File: src/rtl/cpu_ctrl_fsm_if.sv
// Control bus between the multi-cycle controller and the datapath/memory side.
// The master modport is the controller; the slave modport is the datapath/memory.
interface cpu_ctrl_fsm_if #(
   parameter int RETIRE_W = 16
);
   logic                start;
   logic [3:0]          opcode;
   logic                mem_ready;
   logic                pc_write;
   logic                ir_write;
   logic                mem_read;
   logic                mem_write;
   logic [2:0]          alu_op;
   logic                memtoreg_sel;
   logic                reg_write;
   logic                halted;
   logic                illegal;
   logic [RETIRE_W-1:0] retired;

   modport master (
      input  start, opcode, mem_ready,
      output pc_write, ir_write, mem_read, mem_write, alu_op,
             memtoreg_sel, reg_write, halted, illegal, retired
   );

   modport slave (
      output start, opcode, mem_ready,
      input  pc_write, ir_write, mem_read, mem_write, alu_op,
             memtoreg_sel, reg_write, halted, illegal, retired
   );
endinterface

File: src/rtl/cpu_ctrl_fsm.sv
// Multi-cycle controller: FETCH/DECODE/EXEC/MEM/WB sequencing for the 8-bit datapath,
// with memory handshake, sticky illegal-opcode flag and a retired-instruction counter.
module cpu_ctrl_fsm #(
   parameter int RETIRE_W = 16
) (
   input  logic           clk,
   input  logic           rst,
   cpu_ctrl_fsm_if.master bus
);

   typedef enum logic [2:0] {
      ST_IDLE   = 3'd0,
      ST_FETCH  = 3'd1,
      ST_DECODE = 3'd2,
      ST_EXEC   = 3'd3,
      ST_MEM    = 3'd4,
      ST_WB     = 3'd5,
      ST_HALT   = 3'd6
   } state_t;

   typedef struct packed {
      logic       mem_read;
      logic       mem_write;
      logic [2:0] alu_op;
      logic       memtoreg_sel;
      logic       reg_write;
      logic       halted;
   } ctrl_t;

   localparam logic [3:0] OP_NOP   = 4'h0;
   localparam logic [3:0] OP_ADD   = 4'h1;
   localparam logic [3:0] OP_SUB   = 4'h2;
   localparam logic [3:0] OP_AND   = 4'h3;
   localparam logic [3:0] OP_OR    = 4'h4;
   localparam logic [3:0] OP_LOAD  = 4'h5;
   localparam logic [3:0] OP_STORE = 4'h6;
   localparam logic [3:0] OP_HALT  = 4'hF;

   localparam logic [2:0] ALU_ADD  = 3'b000;
   localparam logic [2:0] ALU_SUB  = 3'b001;
   localparam logic [2:0] ALU_AND  = 3'b010;
   localparam logic [2:0] ALU_OR   = 3'b011;
   localparam logic [2:0] ALU_PASS = 3'b111;

   state_t              state_r;
   logic [3:0]          opcode_r;
   ctrl_t               ctrl_r;
   logic                illegal_r;
   logic [RETIRE_W-1:0] retired_r;

   function automatic logic is_undefined(input logic [3:0] op);
      return (op >= 4'h7) && (op <= 4'hE);
   endfunction

   function automatic logic is_mem_op(input logic [3:0] op);
      return (op == OP_LOAD) || (op == OP_STORE);
   endfunction

   // Outputs are registered, so they are computed for the state being entered.
   function automatic ctrl_t ctrl_for(input state_t st, input logic [3:0] op);
      ctrl_t c;
      c.mem_read     = 1'b0;
      c.mem_write    = 1'b0;
      c.alu_op       = ALU_PASS;
      c.memtoreg_sel = 1'b1;
      c.reg_write    = 1'b0;
      c.halted       = 1'b0;
      case (st)
         ST_FETCH: c.mem_read = 1'b1;
         ST_EXEC: begin
            case (op)
               OP_ADD, OP_LOAD, OP_STORE: c.alu_op = ALU_ADD;
               OP_SUB:                    c.alu_op = ALU_SUB;
               OP_AND:                    c.alu_op = ALU_AND;
               OP_OR:                     c.alu_op = ALU_OR;
               default:                   c.alu_op = ALU_PASS;
            endcase
         end
         ST_MEM: begin
            if (op == OP_LOAD) c.mem_read = 1'b1;
            else               c.mem_write = 1'b1;
         end
         ST_WB: begin
            c.reg_write    = 1'b1;
            c.memtoreg_sel = (op != OP_LOAD);
         end
         ST_HALT: c.halted = 1'b1;
         default: c.halted = 1'b0;
      endcase
      return c;
   endfunction

   // State sequencing, opcode latch, registered strobes, illegal flag and retire counter.
   always_ff @(posedge clk or posedge rst) begin
      if (rst) begin
         state_r   <= ST_IDLE;
         opcode_r  <= OP_NOP;
         ctrl_r    <= ctrl_for(ST_IDLE, OP_NOP);
         illegal_r <= 1'b0;
         retired_r <= '0;
      end else begin
         case (state_r)
            ST_IDLE: begin
               if (bus.start) begin
                  state_r <= ST_FETCH;
                  ctrl_r  <= ctrl_for(ST_FETCH, opcode_r);
               end
            end
            ST_FETCH: begin
               if (bus.mem_ready) begin
                  state_r <= ST_DECODE;
                  ctrl_r  <= ctrl_for(ST_DECODE, opcode_r);
               end
            end
            ST_DECODE: begin
               opcode_r <= bus.opcode;
               if (bus.opcode == OP_HALT) begin
                  state_r   <= ST_HALT;
                  ctrl_r    <= ctrl_for(ST_HALT, bus.opcode);
                  retired_r <= retired_r + RETIRE_W'(1'b1);
               end else if ((bus.opcode == OP_NOP) || is_undefined(bus.opcode)) begin
                  state_r   <= ST_FETCH;
                  ctrl_r    <= ctrl_for(ST_FETCH, bus.opcode);
                  retired_r <= retired_r + RETIRE_W'(1'b1);
                  illegal_r <= illegal_r | is_undefined(bus.opcode);
               end else begin
                  state_r <= ST_EXEC;
                  ctrl_r  <= ctrl_for(ST_EXEC, bus.opcode);
               end
            end
            ST_EXEC: begin
               if (is_mem_op(opcode_r)) begin
                  state_r <= ST_MEM;
                  ctrl_r  <= ctrl_for(ST_MEM, opcode_r);
               end else begin
                  state_r <= ST_WB;
                  ctrl_r  <= ctrl_for(ST_WB, opcode_r);
               end
            end
            ST_MEM: begin
               if (bus.mem_ready && (opcode_r == OP_LOAD)) begin
                  state_r <= ST_WB;
                  ctrl_r  <= ctrl_for(ST_WB, opcode_r);
               end else if (bus.mem_ready) begin
                  state_r   <= ST_FETCH;
                  ctrl_r    <= ctrl_for(ST_FETCH, opcode_r);
                  retired_r <= retired_r + RETIRE_W'(1'b1);
               end
            end
            ST_WB: begin
               state_r   <= ST_FETCH;
               ctrl_r    <= ctrl_for(ST_FETCH, opcode_r);
               retired_r <= retired_r + RETIRE_W'(1'b1);
            end
            ST_HALT: begin
               state_r <= ST_HALT;
               ctrl_r  <= ctrl_for(ST_HALT, opcode_r);
            end
            default: begin
               state_r <= ST_IDLE;
               ctrl_r  <= ctrl_for(ST_IDLE, opcode_r);
            end
         endcase
      end
   end

   // IR load and PC increment fire in the same cycle memory returns the instruction.
   assign bus.ir_write     = (state_r == ST_FETCH) && bus.mem_ready;
   assign bus.pc_write     = (state_r == ST_FETCH) && bus.mem_ready;
   assign bus.mem_read     = ctrl_r.mem_read;
   assign bus.mem_write    = ctrl_r.mem_write;
   assign bus.alu_op       = ctrl_r.alu_op;
   assign bus.memtoreg_sel = ctrl_r.memtoreg_sel;
   assign bus.reg_write    = ctrl_r.reg_write;
   assign bus.halted       = ctrl_r.halted;
   assign bus.illegal      = illegal_r;
   assign bus.retired      = retired_r;

endmodule

File: src/flat_wrapper.sv
// flat-port wrapper written by rule: the top's interface ports become plain ports
module cpu_ctrl_fsm_flat 
#(
   parameter int RETIRE_W = 16
)
  (clk, rst, bus_start, bus_opcode, bus_mem_ready, bus_pc_write, bus_ir_write, bus_mem_read, bus_mem_write, bus_alu_op, bus_memtoreg_sel, bus_reg_write, bus_halted, bus_illegal, bus_retired);
  cpu_ctrl_fsm_if #(.RETIRE_W(RETIRE_W)) bus_i ();
  input  logic clk;
  input  logic rst;
  input wire logic [$bits(bus_i.start)-1:0] bus_start;
  input wire logic [$bits(bus_i.opcode)-1:0] bus_opcode;
  input wire logic [$bits(bus_i.mem_ready)-1:0] bus_mem_ready;
  output wire logic [$bits(bus_i.pc_write)-1:0] bus_pc_write;
  output wire logic [$bits(bus_i.ir_write)-1:0] bus_ir_write;
  output wire logic [$bits(bus_i.mem_read)-1:0] bus_mem_read;
  output wire logic [$bits(bus_i.mem_write)-1:0] bus_mem_write;
  output wire logic [$bits(bus_i.alu_op)-1:0] bus_alu_op;
  output wire logic [$bits(bus_i.memtoreg_sel)-1:0] bus_memtoreg_sel;
  output wire logic [$bits(bus_i.reg_write)-1:0] bus_reg_write;
  output wire logic [$bits(bus_i.halted)-1:0] bus_halted;
  output wire logic [$bits(bus_i.illegal)-1:0] bus_illegal;
  output wire logic [$bits(bus_i.retired)-1:0] bus_retired;
  assign bus_i.start = bus_start;
  assign bus_i.opcode = bus_opcode;
  assign bus_i.mem_ready = bus_mem_ready;
  assign bus_pc_write = bus_i.pc_write;
  assign bus_ir_write = bus_i.ir_write;
  assign bus_mem_read = bus_i.mem_read;
  assign bus_mem_write = bus_i.mem_write;
  assign bus_alu_op = bus_i.alu_op;
  assign bus_memtoreg_sel = bus_i.memtoreg_sel;
  assign bus_reg_write = bus_i.reg_write;
  assign bus_halted = bus_i.halted;
  assign bus_illegal = bus_i.illegal;
  assign bus_retired = bus_i.retired;
  cpu_ctrl_fsm #(.RETIRE_W(RETIRE_W)) u_core (.clk(clk), .rst(rst), .bus(bus_i));
endmodule
File: config.mk
export PLATFORM = sky130hd
export DESIGN_NAME = cpu_ctrl_fsm_flat
export DESIGN_NICKNAME = d
export VERILOG_FILES = /design/src/rtl/cpu_ctrl_fsm_if.sv /design/src/rtl/cpu_ctrl_fsm.sv /design/src/flat_wrapper.sv
export SDC_FILE = /design/constraint.sdc
export NUM_CORES = 1
export LEC_CHECK = 0
export BUFFER_PORTS_ARGS = -buffer_cell sky130_fd_sc_hd__buf_2
export CAP_MARGIN = 20
export CORE_AREA = 2 2 78 80
export DETAILED_ROUTE_END_ITERATION = 8
export DIE_AREA = 0 0 80 82
export GPL_TIMING_DRIVEN = 0
export PLACE_DENSITY = 0.53
export SYNTH_ARGS = -nofsm -noshare
export SYNTH_HDL_FRONTEND = slang
export SYNTH_SLANG_ARGS = --single-unit
File: constraint.sdc
create_clock -name clk -period 2.55 [get_ports clk]
set_clock_uncertainty 0.2 [all_clocks]
set_input_delay 0.255 -clock clk [delete_from_list [all_inputs] [get_ports clk]]
set_output_delay 0.255 -clock clk [all_outputs]
set_load 0.02 [all_outputs]
## Yosys cells after proc, flatten, opt, wreduce, memory -nomap -nowiden

Cells that the tools add are included.

- Memory bits (writable): 0
- Bits in read-only memories: 0
- Latch bits: 0
- Memories: 0
- Word-level logic and storage cells: 73
- Output and inout port bits: 27
- Input port bits: 8
- Bits in registers: 32

- Reductions and logical operators: 12
- Multipliers: 0
- $lt $le $gt $ge: 2
- Shift-type cells: 0
- Bitwise operators: 2
- Add/subtract/negate cells: 1
- Multiplexer cells: 24
- Divide/modulo/power cells: 0
- Eq/ne operators: 22

Operator list:

| operator | count |
|---|---|
| $mux 16 | 4 |
| $mux 8 | 7 |
| $pmux 8 s7 | 1 |
| $pmux 16 s3 | 1 |
| $pmux 3 s7 | 1 |
| $eq 4x3->1 const B | 5 |
| $add 16x1->16 const B | 1 |
| $mux 3 | 5 |
| $pmux 3 s4 | 1 |
| $eq 3x3->1 const B | 3 |
| $eq 4x2->1 const B | 2 |
| $ne 2x2->1 const B | 4 |
| $eq 3x2->1 const B | 2 |
| $reduce_and 3->1 | 2 |
| $eq 4x1->1 const B | 1 |
| $eq 4x4->1 const B | 1 |
| $ge 4x3->1 const B | 1 |
| $le 4x4->1 const B | 1 |
| $logic_not 4->1 | 1 |
| $ne 4x3->1 const B | 1 |
| $reduce_and 4->1 | 1 |
| $eq 3x1->1 const B | 1 |
| $logic_and 1x1->1 | 3 |
| $logic_not 3->1 | 1 |
| other kinds (9) | 12 |

## Depth between registers and ports, before layout

Gate-level depths: netlist of run 1.

- Word-level depth: 6
- Depth in mapped cells: 9
- Gate-level depth less buffers: 6

## Worst setup path before layout of run 1

OpenSTA, ideal clock, no wires.

- Path kind: reg-to-reg
- Start point: register u_core.state_r[0]
- End point: register u_core.retired_r[15] (netlist: u_core.bus.retired[15])
- Stages on the path, launching flop included: 9
- Buffers on the path: 3
- Data arrival time: 2.097 ns
- Slack: 0.123 ns
- Data required time: 2.220 ns
- Period minus slack after synthesis: 2.427 ns
- Setup time: 0.130 ns
- Cell sequence: dfrtp_1 buf_6 or3b_1 buf_2 or4_4 and3_1 buf_6 and4_1 xor2_1

- Cells in the longest elaborated chain, start to end: 3
- Elaborated cells on any way between the ends: 9
- Those cells by class: 6 x eq/ne; 1 x mux; 2 x reduce/logical

RTL lines:

| element | RTL line | source |
|---|---|---|
| start, declared | cpu_ctrl_fsm.sv:45 | `state_t state_r;` |
| start signal, assigned | cpu_ctrl_fsm.sv:96 | `state_r <= ST_IDLE;` |
| start signal, assigned | cpu_ctrl_fsm.sv:105 | `state_r <= ST_FETCH;` |
| start signal, assigned | cpu_ctrl_fsm.sv:111 | `state_r <= ST_DECODE;` |
| $eq 3x2->1 / $eq 3x3->1 (equally long branches) | cpu_ctrl_fsm.sv:102 | `case (state_r)` |
| $ne 3x1->1 (no line), or another cell as far along | n/a |  |
| $reduce_and 4->1 (no line) | n/a |  |
| end signal, assigned | cpu_ctrl_fsm.sv:120 | `retired_r <= retired_r + RETIRE_W'(1'b1);` |
| end signal, assigned | cpu_ctrl_fsm.sv:124 | `retired_r <= retired_r + RETIRE_W'(1'b1);` |
| end signal, assigned | cpu_ctrl_fsm.sv:147 | `retired_r <= retired_r + RETIRE_W'(1'b1);` |
| end, declared | cpu_ctrl_fsm.sv:49 | `logic [RETIRE_W-1:0] retired_r;` |

Several ways; a longest one is shown, not always the timed one.
A chain may end at the register's enable or synchronous reset.

## Final worst setup path of run 1

Same ends and word-level chain as after synthesis.

==> results.sh, run 1 <==
export IMPL_switching_share_pct=38.0
export IMPL_fin_cells=287
export IMPL_die_w_um=80
export IMPL_p_leak_nw=0.986
export IMPL_critPathMaxStageDelay_ps=490
export IMPL_min_path_type="in2reg"
export IMPL_drt_pass1_iter_count=4
export IMPL_timing_fmax_mhz=403
export IMPL_cp_required_ps=2520
export IMPL_gr_total_overflow=0
export IMPL_crit_family="simple AND/OR/NAND/NOR gates"
export IMPL_p_seq_share_pct=36.2
export IMPL_synthDominantCellAreaShare_pct=42.3
export IMPL_drv_slew=0
export IMPL_dp_cells=278
export IMPL_die_area_mm2=0.00656
export IMPL_max_cap_violations=0
export IMPL_ctsRootBufferMaster="clkbuf_8"
export IMPL_postLayoutCellArea_mm2=0.00206
export IMPL_switchingPower_mw=0.791
export IMPL_cp_end_kind="flip-flop"
export IMPL_synth_cells=169
export IMPL_critPathLaunchType="flip-flop"
export IMPL_fin_crit_sh_pct=97.3
export IMPL_synth_area_mm2=0.00166
export IMPL_nNetsFinal=220
export IMPL_p_per_area_mw_per_mm2=1010
export IMPL_reg2regPathDepth=8
export IMPL_crit_slowest_cell="or4_4"
export IMPL_cts_sinks=32
export IMPL_htreeDepth=2
export IMPL_synth_ff_type="dfrtp_1"
export IMPL_start_util_pct=28.9
export IMPL_worst_path_most_repeated_cell="buf_6"
export IMPL_clk_pin_slew_ps=70
export IMPL_grt_max_degree=20
export IMPL_tightest_slew_ps=796
export IMPL_max_slew_margin_pct=46.9
export IMPL_ys_warn_count=0
export IMPL_clk_path_buf_depth=2
export IMPL_antenna_found_initial=0
export IMPL_cts_buffers=5
export IMPL_ys_ff_latch=32
export IMPL_syn_nets=178
export IMPL_cp_cell_sequence="buf_6, or3b_1, buf_6, or4_4, and3_4, buf_6, and4_1, xor2_1"
export IMPL_wire_per_inst_um=12.4
export IMPL_place_congestion=0.731
export IMPL_rows=28
export IMPL_min_period_ps=2480
export IMPL_synth_edf_count=0
export IMPL_antennaDiodeCount=0
export IMPL_postCtsSetupBuffers=0
export IMPL_nFillCells=616
export IMPL_drt_iter0_markers=15
export IMPL_synth_area_leaders="dfrtp_1 (42%), xnor2_1 (6.9%), dfstp_2 (6.3%)"
export IMPL_pwr_share_comb_pct=40.8
export IMPL_vias=1342
export IMPL_clock_latency_ps=280
export IMPL_peakVddDrop_v=0.000367
export IMPL_grt_pass1_wl_mm=6.15
export IMPL_viasPerCell=4.68
export IMPL_antenna_left=0
export IMPL_dpl_cell_area_mm2=0.00193
export IMPL_setup_viol=0
export IMPL_die_h_um=82
export IMPL_drc_errors=0
export IMPL_ys_seq_area_share_pct=48.6
export IMPL_synth_avg_cell_area_um2=9.81
export IMPL_whs_path_depth=3
export IMPL_path_buf_inv=3
export IMPL_path_max_fanout=8
export IMPL_ys_types=39
export IMPL_core_area_mm2=0.00575
export IMPL_status="finished clean"
export IMPL_routed_wl_mm=3.57
export IMPL_grt_use_total_pct=12.1
export IMPL_p_int_mw=1.29
export IMPL_crit_arrival_ps=2450
export IMPL_worst_path_stages=8
export IMPL_tns_ps=0
export IMPL_synth_largest_area_cell="dfrtp_1"
export IMPL_hold_viol=0
export IMPL_io_pin_count=35
export IMPL_p_clk_share_pct=23.0
export IMPL_async_reset_ff_share_pct=100
export IMPL_io_buffer_count=33
export IMPL_cts_tree="done"
export IMPL_crit_type="reg2reg"
export IMPL_synthToLayoutAreaGrowth_pct=24.5
export IMPL_dp_hpwl_mm=2.66
export IMPL_final_layout_size_suffix_gt1_share_pct=26.4
export IMPL_grt_pass1_vias=1268
## stage by stage
| step | setup WS, ps | hold slack (ps) | utilization, % | power (mW) |
|---|---|---|---|---|
| detailed placement | 45.0 | 242 | 33.6 | 1.60 |
| finish | 68.4 | 35.1 | 35.9 | 2.08 |
| global route | -3.56 | 49.9 | 35.9 | 2.24 |
| floorplan | 123 | 160 | - | 1.38 |
| CTS | 37.3 | 19.4 | 35.7 | 2.10 |
| global placement | 50.3 | 242 | 33.4 | 1.60 |
## per-layer routing
layer | vias up | GRT usage [%] | share of wire, %
met5 | - | 0 | 0
met1 | 638 | 16.2 | 47
li1 | 667 | - | -
met2 | 32 | 18.8 | 47
met4 | 0 | 4.07 | 1.2
met3 | 5 | 3.41 | 5.3
## kinds of logic after synthesis
family          synth area share [%]
simple gates                    26.3
compound gates                  7.47
buf+inv                         4.38
xor+xnor                        10.0
flops                           48.6
fa+ha+maj                      0.755
mux                             2.49
## synthesized netlist by cell type (all sizes together), types with 2 or more instances
cell	count
o31ai	2
nand2	26
o21ai	6
and4	2
xor2	6
a21o	2
dfstp	4
a21oi	5
buf	6
nor2	13
nor2b	3
clkbuf	5
nand2b	5
xnor2	13
and3	9
nand3	8
mux2i	3
o21a	3
or4	2
nand4	6
dfrtp	28
## sequential cells by signal, indices dropped and copies added (netlist names)
signal / flops
u_core.bus.illegal: 1
u_core.opcode_r: 4
u_core.state_r: 3
u_core.bus.mem_write: 1
u_core.bus.reg_write: 1
u_core.bus.alu_op: 3
u_core.bus.halted: 1
u_core.bus.memtoreg_sel: 1
u_core.bus.mem_read: 1
u_core.bus.retired: 16
## area by class of cell
cell class / instances / area [um^2] / area share, %
Buffer: 11 / 75.1 / 3.64
Clock buffer: 6 / 72.6 / 3.52
Clock inverter: 2 / 35.0 / 1.70
Inverter: 1 / 3.75 / 0.182
Multi-Input combinational cell: 125 / 788 / 38.2
Sequential cell: 32 / 806 / 39.0
Tap cell: 75 / 93.8 / 4.55
Timing Repair Buffer: 35 / 190 / 9.21
## timing repair
action                                 in CTS  in global routing
hold buffers                                1                  0
gates resized for setup                     0                  5
endpoints found under the hold margin      18                  0
setup endpoints to repair                   0                 11
## worst register-to-register path, cell delays in order (launching register included)
cell     delay, ps
dfrtp_1        370
buf_6          130
or3b_1         390
buf_6          140
or4_4          490
and3_4         190
buf_6          130
and4_1         190
xor2_1         140
## worst paths after layout
check | from | endpoint | slack, ps
max | u_core.state_r[0]$_DFFE_PP0P_ | u_core.bus.retired[15]$_DFFE_PP0P_ | 70
min | bus_opcode[2] | u_core.opcode_r[2]$_DFFE_PP0P_ | 40
max reg2reg | u_core.state_r[0]$_DFFE_PP0P_ | u_core.bus.retired[15]$_DFFE_PP0P_ | 70
max in group asynchronous | rst | u_core.bus.alu_op[2]$_DFFE_PP1P_ | 1030
min reg2reg | u_core.bus.illegal$_DFFE_PP0P_ | u_core.bus.illegal$_DFFE_PP0P_ | 250
min in group asynchronous | rst | u_core.bus.retired[2]$_DFFE_PP0P_ | 460
## power by group through the flow
stage	clock (mW)	combinational [mW]	sequential, mW
6_report	0.478	0.850	0.753
5_1_grt	0.514	0.954	0.777
4_1_cts	0.498	0.845	0.753
3_5_place_dp	0	0.842	0.763
3_3_place_gp	0	0.837	0.762
2_1_floorplan	0	0.545	0.833
## cell usage in the layout (no fill, tap or decap), drive strengths merged, types with 2 or more instances in the layout
cell,count
clkbuf,11
a21o,2
or4,2
and3,9
nand2b,5
nor2,13
nand3,8
o21ai,6
mux2i,3
dfrtp,28
buf,40
xor2,6
o21a,3
nand4,6
nand2,26
nor2b,3
a21oi,5
dfstp,4
o31ai,2
xnor2,13
and4,2
Note: power is estimated with default switching activity, not from simulation.
==> run 2, diff against run 1 <==
- PLACE_DENSITY: 0.53 -> not set
==> run 2 against run 1 <==
Net effect:
- sequential power grew 0.5%
- hold slack is essentially flat
- die area is the same
- global-route usage is essentially flat
- largest power group unchanged
- sequential share of layout area shrank 0.24 points
- maximum frequency grew 0.91%
- critical path depth shrank 1
- setup slack gained 22 ps
- non-clock buffer count grew 1
- count of clock-buffer cells in the layout is the same
- clock power shrank 15%
==> results.sh, run 2 (same netlist as run 1, synthesis figures left out) <==
export IMPL_drv_slew=0
export IMPL_die_h_um=82
export IMPL_p_leak_nw=0.991
export IMPL_vias=1358
export IMPL_rows=28
export IMPL_viasPerCell=4.72
export IMPL_whs_path_depth=3
export IMPL_grt_pass1_wl_mm=6.02
export IMPL_p_per_area_mw_per_mm2=982
export IMPL_crit_family="simple AND/OR/NAND/NOR gates"
export IMPL_setup_viol=0
export IMPL_io_buffer_count=33
export IMPL_clk_pin_slew_ps=70
export IMPL_cp_cell_sequence="or4bb_1, or4_1, and3_4, buf_6, buf_8, nand4_1, xnor2_1"
export IMPL_io_pin_count=35
export IMPL_routed_wl_mm=3.62
export IMPL_dp_hpwl_mm=2.74
export IMPL_cts_tree="done"
export IMPL_cp_required_ps=2560
export IMPL_path_buf_inv=2
export IMPL_crit_arrival_ps=2470
export IMPL_tightest_slew_ps=730
export IMPL_cp_end_kind="flip-flop"
export IMPL_holdPathEnd="u_core.opcode_r[2]$_DFFE_PP0P_"
export IMPL_globalRouteMet1Util_pct=14.6
export IMPL_clock_latency_ps=290
export IMPL_grt_busiest_layer="met2"
export IMPL_antenna_found_initial=0
export IMPL_die_area_mm2=0.00656
export IMPL_drt_pass1_iter_count=4
export IMPL_final_common_cell="buf_2"
export IMPL_antennaDiodeCount=0
export IMPL_nFillCells=600
export IMPL_critPathLaunchType="flip-flop"
export IMPL_ctsRootBufferMaster="clkbuf_8"
export IMPL_start_util_pct=28.9
export IMPL_reg2reg_slack_ps=90
export IMPL_fin_crit_sh_pct=96.4
export IMPL_final_cell_mix="buf_2 (33), dfrtp_1 (28), nand2_1 (26)"
export IMPL_final_layout_size_suffix_gt1_share_pct=27.7
export IMPL_die_w_um=80
export IMPL_postLayoutCellArea_mm2=0.00208
export IMPL_rsz0062_at_grt="no"
export IMPL_use_met2_pct=19.7
export IMPL_grt_use_total_pct=12.1
export IMPL_use_met3_pct=4.62
export IMPL_place_congestion=0.880
export IMPL_final_util_pct=36.1
export IMPL_timing_fmax_mhz=407
export IMPL_dpl_cell_area_mm2=0.00194
export IMPL_reg2reg_to="u_core.bus.retired[11]$_DFFE_PP0P_"
export IMPL_clk_path_buf_depth=2
export IMPL_worst_path_stages=7
export IMPL_worstReg2RegStart="u_core.opcode_r[1]$_DFFE_PP0P_"
export IMPL_critPathMaxStageDelay_ps=590
export IMPL_crit_type="reg2reg"
export IMPL_wire_per_inst_um=12.6
export IMPL_htreeDepth=2
export IMPL_reg2regPathDepth=7
export IMPL_max_cap_violations=0
export IMPL_hold_viol=0
export IMPL_synthToLayoutAreaGrowth_pct=25.3
export IMPL_status="finished clean"
export IMPL_cts_buffers=5
export IMPL_min_period_ps=2460
export IMPL_peakVddDrop_v=0.000462
export IMPL_tns_ps=0
export IMPL_drc_errors=0
export IMPL_largest_reg_flops=16
export IMPL_min_path_type="in2reg"
export IMPL_drt_iter0_markers=35
export IMPL_grt_pass1_vias=1267
export IMPL_nNetsFinal=221
export IMPL_cts_sinks=32
export IMPL_antenna_left=0
export IMPL_crit_slowest_cell="or4bb_1"
export IMPL_grt_max_degree=18
export IMPL_max_slew_margin_pct=51.3
export IMPL_core_area_mm2=0.00575
export IMPL_gr_total_overflow=0
export IMPL_path_max_fanout=10
export IMPL_hp_start="bus_opcode[2]"
run 2: through the flow:
step           hold WS [ps]  worst slack (ps)  instances  power, mW
6_report               35.0              90.7        288       2.04
4_1_cts                18.8              36.2        287       2.03
2_1_floorplan           160               123        169       1.38
5_1_grt                40.9              3.81        288       2.19
3_3_place_gp            240              56.6        277       1.59
3_5_place_dp            228              46.1        278       1.61
run 2: power by group:
| group | switching [mW] | internal, mW |
|---|---|---|
| combinational | 0.500 | 0.375 |
| sequential | 0.114 | 0.643 |
| clock | 0.193 | 0.215 |
run 2: repair_timing:
action / in CTS / in global routing
hold buffers: 1 / 0
setup buffers: 0 / 1
hold endpoints to repair: 15 / 0
endpoints found under the setup margin: 0 / 10
resized for setup: 0 / 7
run 2: tightest hold or removal path: cells and delay by family:
kind	cells	cell delay, ps
buffers and inverters	1	130
and+or+nand+nor	2	100
run 2: final cells by class:
| type | count | area, um^2 | area share (%) |
|---|---|---|---|
| Sequential cell | 32 | 806 | 38.8 |
| Multi-Input combinational cell | 125 | 792 | 38.1 |
| Clock buffer | 6 | 82.6 | 3.98 |
| Inverter | 1 | 3.75 | 0.181 |
| Tap cell | 75 | 93.8 | 4.52 |
| Timing Repair Buffer | 36 | 210 | 10.1 |
| Buffer | 11 | 78.8 | 3.80 |
| Clock inverter | 2 | 10.0 | 0.482 |
run 2: worst max path at each step:
stage                                         from                                 end  slack (ps)
floorplan            u_core.state_r[0]$_DFFE_PP0P_  u_core.bus.retired[15]$_DFFE_PP0P_         120
global placement     u_core.state_r[0]$_DFFE_PP0P_  u_core.bus.retired[15]$_DFFE_PP0P_          60
detailed placement   u_core.state_r[0]$_DFFE_PP0P_  u_core.bus.retired[15]$_DFFE_PP0P_          50
CTS                  u_core.state_r[0]$_DFFE_PP0P_  u_core.bus.retired[15]$_DFFE_PP0P_          40
global route        u_core.opcode_r[1]$_DFFE_PP0P_  u_core.bus.retired[11]$_DFFE_PP0P_           4
finish              u_core.opcode_r[1]$_DFFE_PP0P_  u_core.bus.retired[11]$_DFFE_PP0P_          90
run 2: layer usage:
metal	vias to the layer above	part of all wire, %
li1	663	-
met1	653	46
met2	35	47
met3	7	5.4
met4	0	1.5
met5	-	0
==> run 3, diff against run 2 <==
- CORE_AREA: 2 2 78 80 -> 2 2 64 66
- DIE_AREA: 0 0 80 82 -> 0 0 66 68
- PLACE_DENSITY: not set -> 0.69
==> run 3 against run 2 <==
Net effect:
- utilization is 17 points higher
- setup slack got worse by 3.9 ps
- via count is 0.96% lower
- critical endpoint is now u_core.bus.retired[15]$_DFFE_PP0P_
- largest cell class unchanged
==> results.sh, run 3 (same netlist as run 1, synthesis figures left out) <==
export IMPL_status="finished clean"
export IMPL_fin_crit_sh_pct=96.6
export IMPL_reg2reg_to="u_core.bus.retired[15]$_DFFE_PP0P_"
export IMPL_tightest_slew_ps=478
export IMPL_antennaDiodeCount=0
export IMPL_peakVddDrop_v=0.000647
export IMPL_io_pin_count=35
export IMPL_vias=1345
export IMPL_ctsRootBufferMaster="clkbuf_8"
export IMPL_p_leak_nw=0.996
export IMPL_clock_latency_ps=290
export IMPL_dp_cells=253
export IMPL_grt_use_total_pct=17.0
export IMPL_grt_max_degree=24
export IMPL_antenna_left=0
export IMPL_setup_viol=0
export IMPL_drv_slew=0
export IMPL_timing_fmax_mhz=406
export IMPL_drc_errors=0
export IMPL_cts_buffers=5
export IMPL_io_buffer_count=33
export IMPL_drt_iter0_markers=119
export IMPL_gr_total_overflow=0
export IMPL_min_path_type="in2reg"
export IMPL_die_w_um=66
export IMPL_antenna_found_initial=0
export IMPL_fin_cells=263
export IMPL_cts_tree="done"
export IMPL_final_common_cell="buf_2"
export IMPL_wire_per_inst_um=13.0
export IMPL_rows=23
export IMPL_cts_sinks=32
export IMPL_synthToLayoutAreaGrowth_pct=24.3
export IMPL_worstReg2RegStart="u_core.state_r[0]$_DFFE_PP0P_"
export IMPL_reg2reg_slack_ps=90
export IMPL_start_util_pct=43.0
export IMPL_min_period_ps=2460
export IMPL_place_congestion=0.836
export IMPL_routed_wl_mm=3.41
export IMPL_core_area_mm2=0.00386
export IMPL_final_cell_mix="buf_2 (33), dfrtp_1 (28), nand2_1 (26)"
export IMPL_final_util_pct=53.4
export IMPL_final_layout_size_suffix_gt1_share_pct=27.2
export IMPL_hold_viol=0
export IMPL_clk_pin_slew_ps=70
export IMPL_tns_ps=0
export IMPL_drt_pass1_iter_count=4
export IMPL_reg2regPathDepth=8
export IMPL_viasPerCell=5.11
export IMPL_setup_ws_ps=86.8
export IMPL_max_cap_violations=0
export IMPL_whs_path_depth=3
export IMPL_pre_cts_ws_ps=47.3
export IMPL_path_max_fanout=8
export IMPL_grt_pass1_wl_mm=5.72
export IMPL_holdPathEnd="u_core.opcode_r[2]$_DFFE_PP0P_"
export IMPL_grt_pass1_vias=1247
export IMPL_crit_type="reg2reg"
export IMPL_cp_required_ps=2530
export IMPL_die_area_mm2=0.00449
export IMPL_nNetsFinal=221
export IMPL_largest_reg_flops=16
export IMPL_htreeDepth=2
export IMPL_die_h_um=68
export IMPL_clk_path_buf_depth=2
export IMPL_max_slew_margin_pct=68.1
export IMPL_hp_start="bus_opcode[2]"
export IMPL_cp_end_kind="flip-flop"
export IMPL_crit_arrival_ps=2440
export IMPL_critPathLaunchType="flip-flop"
export IMPL_dp_hpwl_mm=2.50
export IMPL_p_per_area_mw_per_mm2=1030
==> run 3: how the worst max path moves through the flow <==
stage | startpoint | to | cells past startpoint
final | u_core.state_r[0]$_DFFE_PP0P_ | u_core.bus.retired[15]$_DFFE_PP0P_ | 8
after global routing | u_core.state_r[0]$_DFFE_PP0P_ | u_core.bus.retired[13]$_DFFE_PP0P_ | 9
after CTS | u_core.state_r[0]$_DFFE_PP0P_ | u_core.bus.retired[15]$_DFFE_PP0P_ | 8
after detailed placement | u_core.state_r[0]$_DFFE_PP0P_ | u_core.bus.retired[15]$_DFFE_PP0P_ | 8
after global placement | u_core.state_r[0]$_DFFE_PP0P_ | u_core.bus.retired[15]$_DFFE_PP0P_ | 8
after floorplan | u_core.state_r[0]$_DFFE_PP0P_ | u_core.bus.retired[15]$_DFFE_PP0P_ | 8
==> run 3: layout make-up <==
cell class | instances | area [um^2]
Buffer | 11 | 78.8
Tap cell | 50 | 62.6
Clock buffer | 5 | 68.8
Inverter | 1 | 3.75
Timing Repair Buffer | 36 | 210
Sequential cell | 32 | 806
Clock inverter | 3 | 42.5
Multi-Input combinational cell | 125 | 788
Fill cell | 371 | 1800
==> run 3: repair_timing <==
item / 4_1_cts / 5_1_grt
buffers inserted: 0 / 1
hold endpoints to repair: 9 / 0
resized for setup: 0 / 6
endpoints found under the setup margin: 0 / 11
hold buffers: 1 / 0
==> run 3: power by group <==
group	switching, mW	total [mW]	leakage [nW]	internal, mW
logic	0.498	0.873	0.533	0.375
clock network	0.198	0.487	0.0541	0.289
registers	0.114	0.757	0.408	0.643
==> run 3: per-layer routing <==
metal  share of wire, %  wire (um)  up-vias  track usage, %
met3                5.0        171        5            4.11
li1                   -          -      665               -
met1                 47       1620      635            20.8
met2                 46       1580       40            28.9
met4                1.3         45        0            6.89
met5                  0          0        -               0
==> run 3: metrics by stage <==
step                area, um^2  hold WS (ps)  total power, mW
floorplan                 1660           160             1.38
global placement          1890           240             1.58
detailed placement        1910          97.3             1.60
CTS                       2030          16.3             2.10
global route              2060          44.7             2.27
finish                    2060          27.8             2.12
==> run 3: critical path, stage by stage, from the launching register on <==
cell and delay [ps]:
dfrtp_1 370, buf_6 130, or3b_1 360, buf_6 140, or4_4 520, and3_4 190, buf_6 130, and4_1 190
xor2_1 130
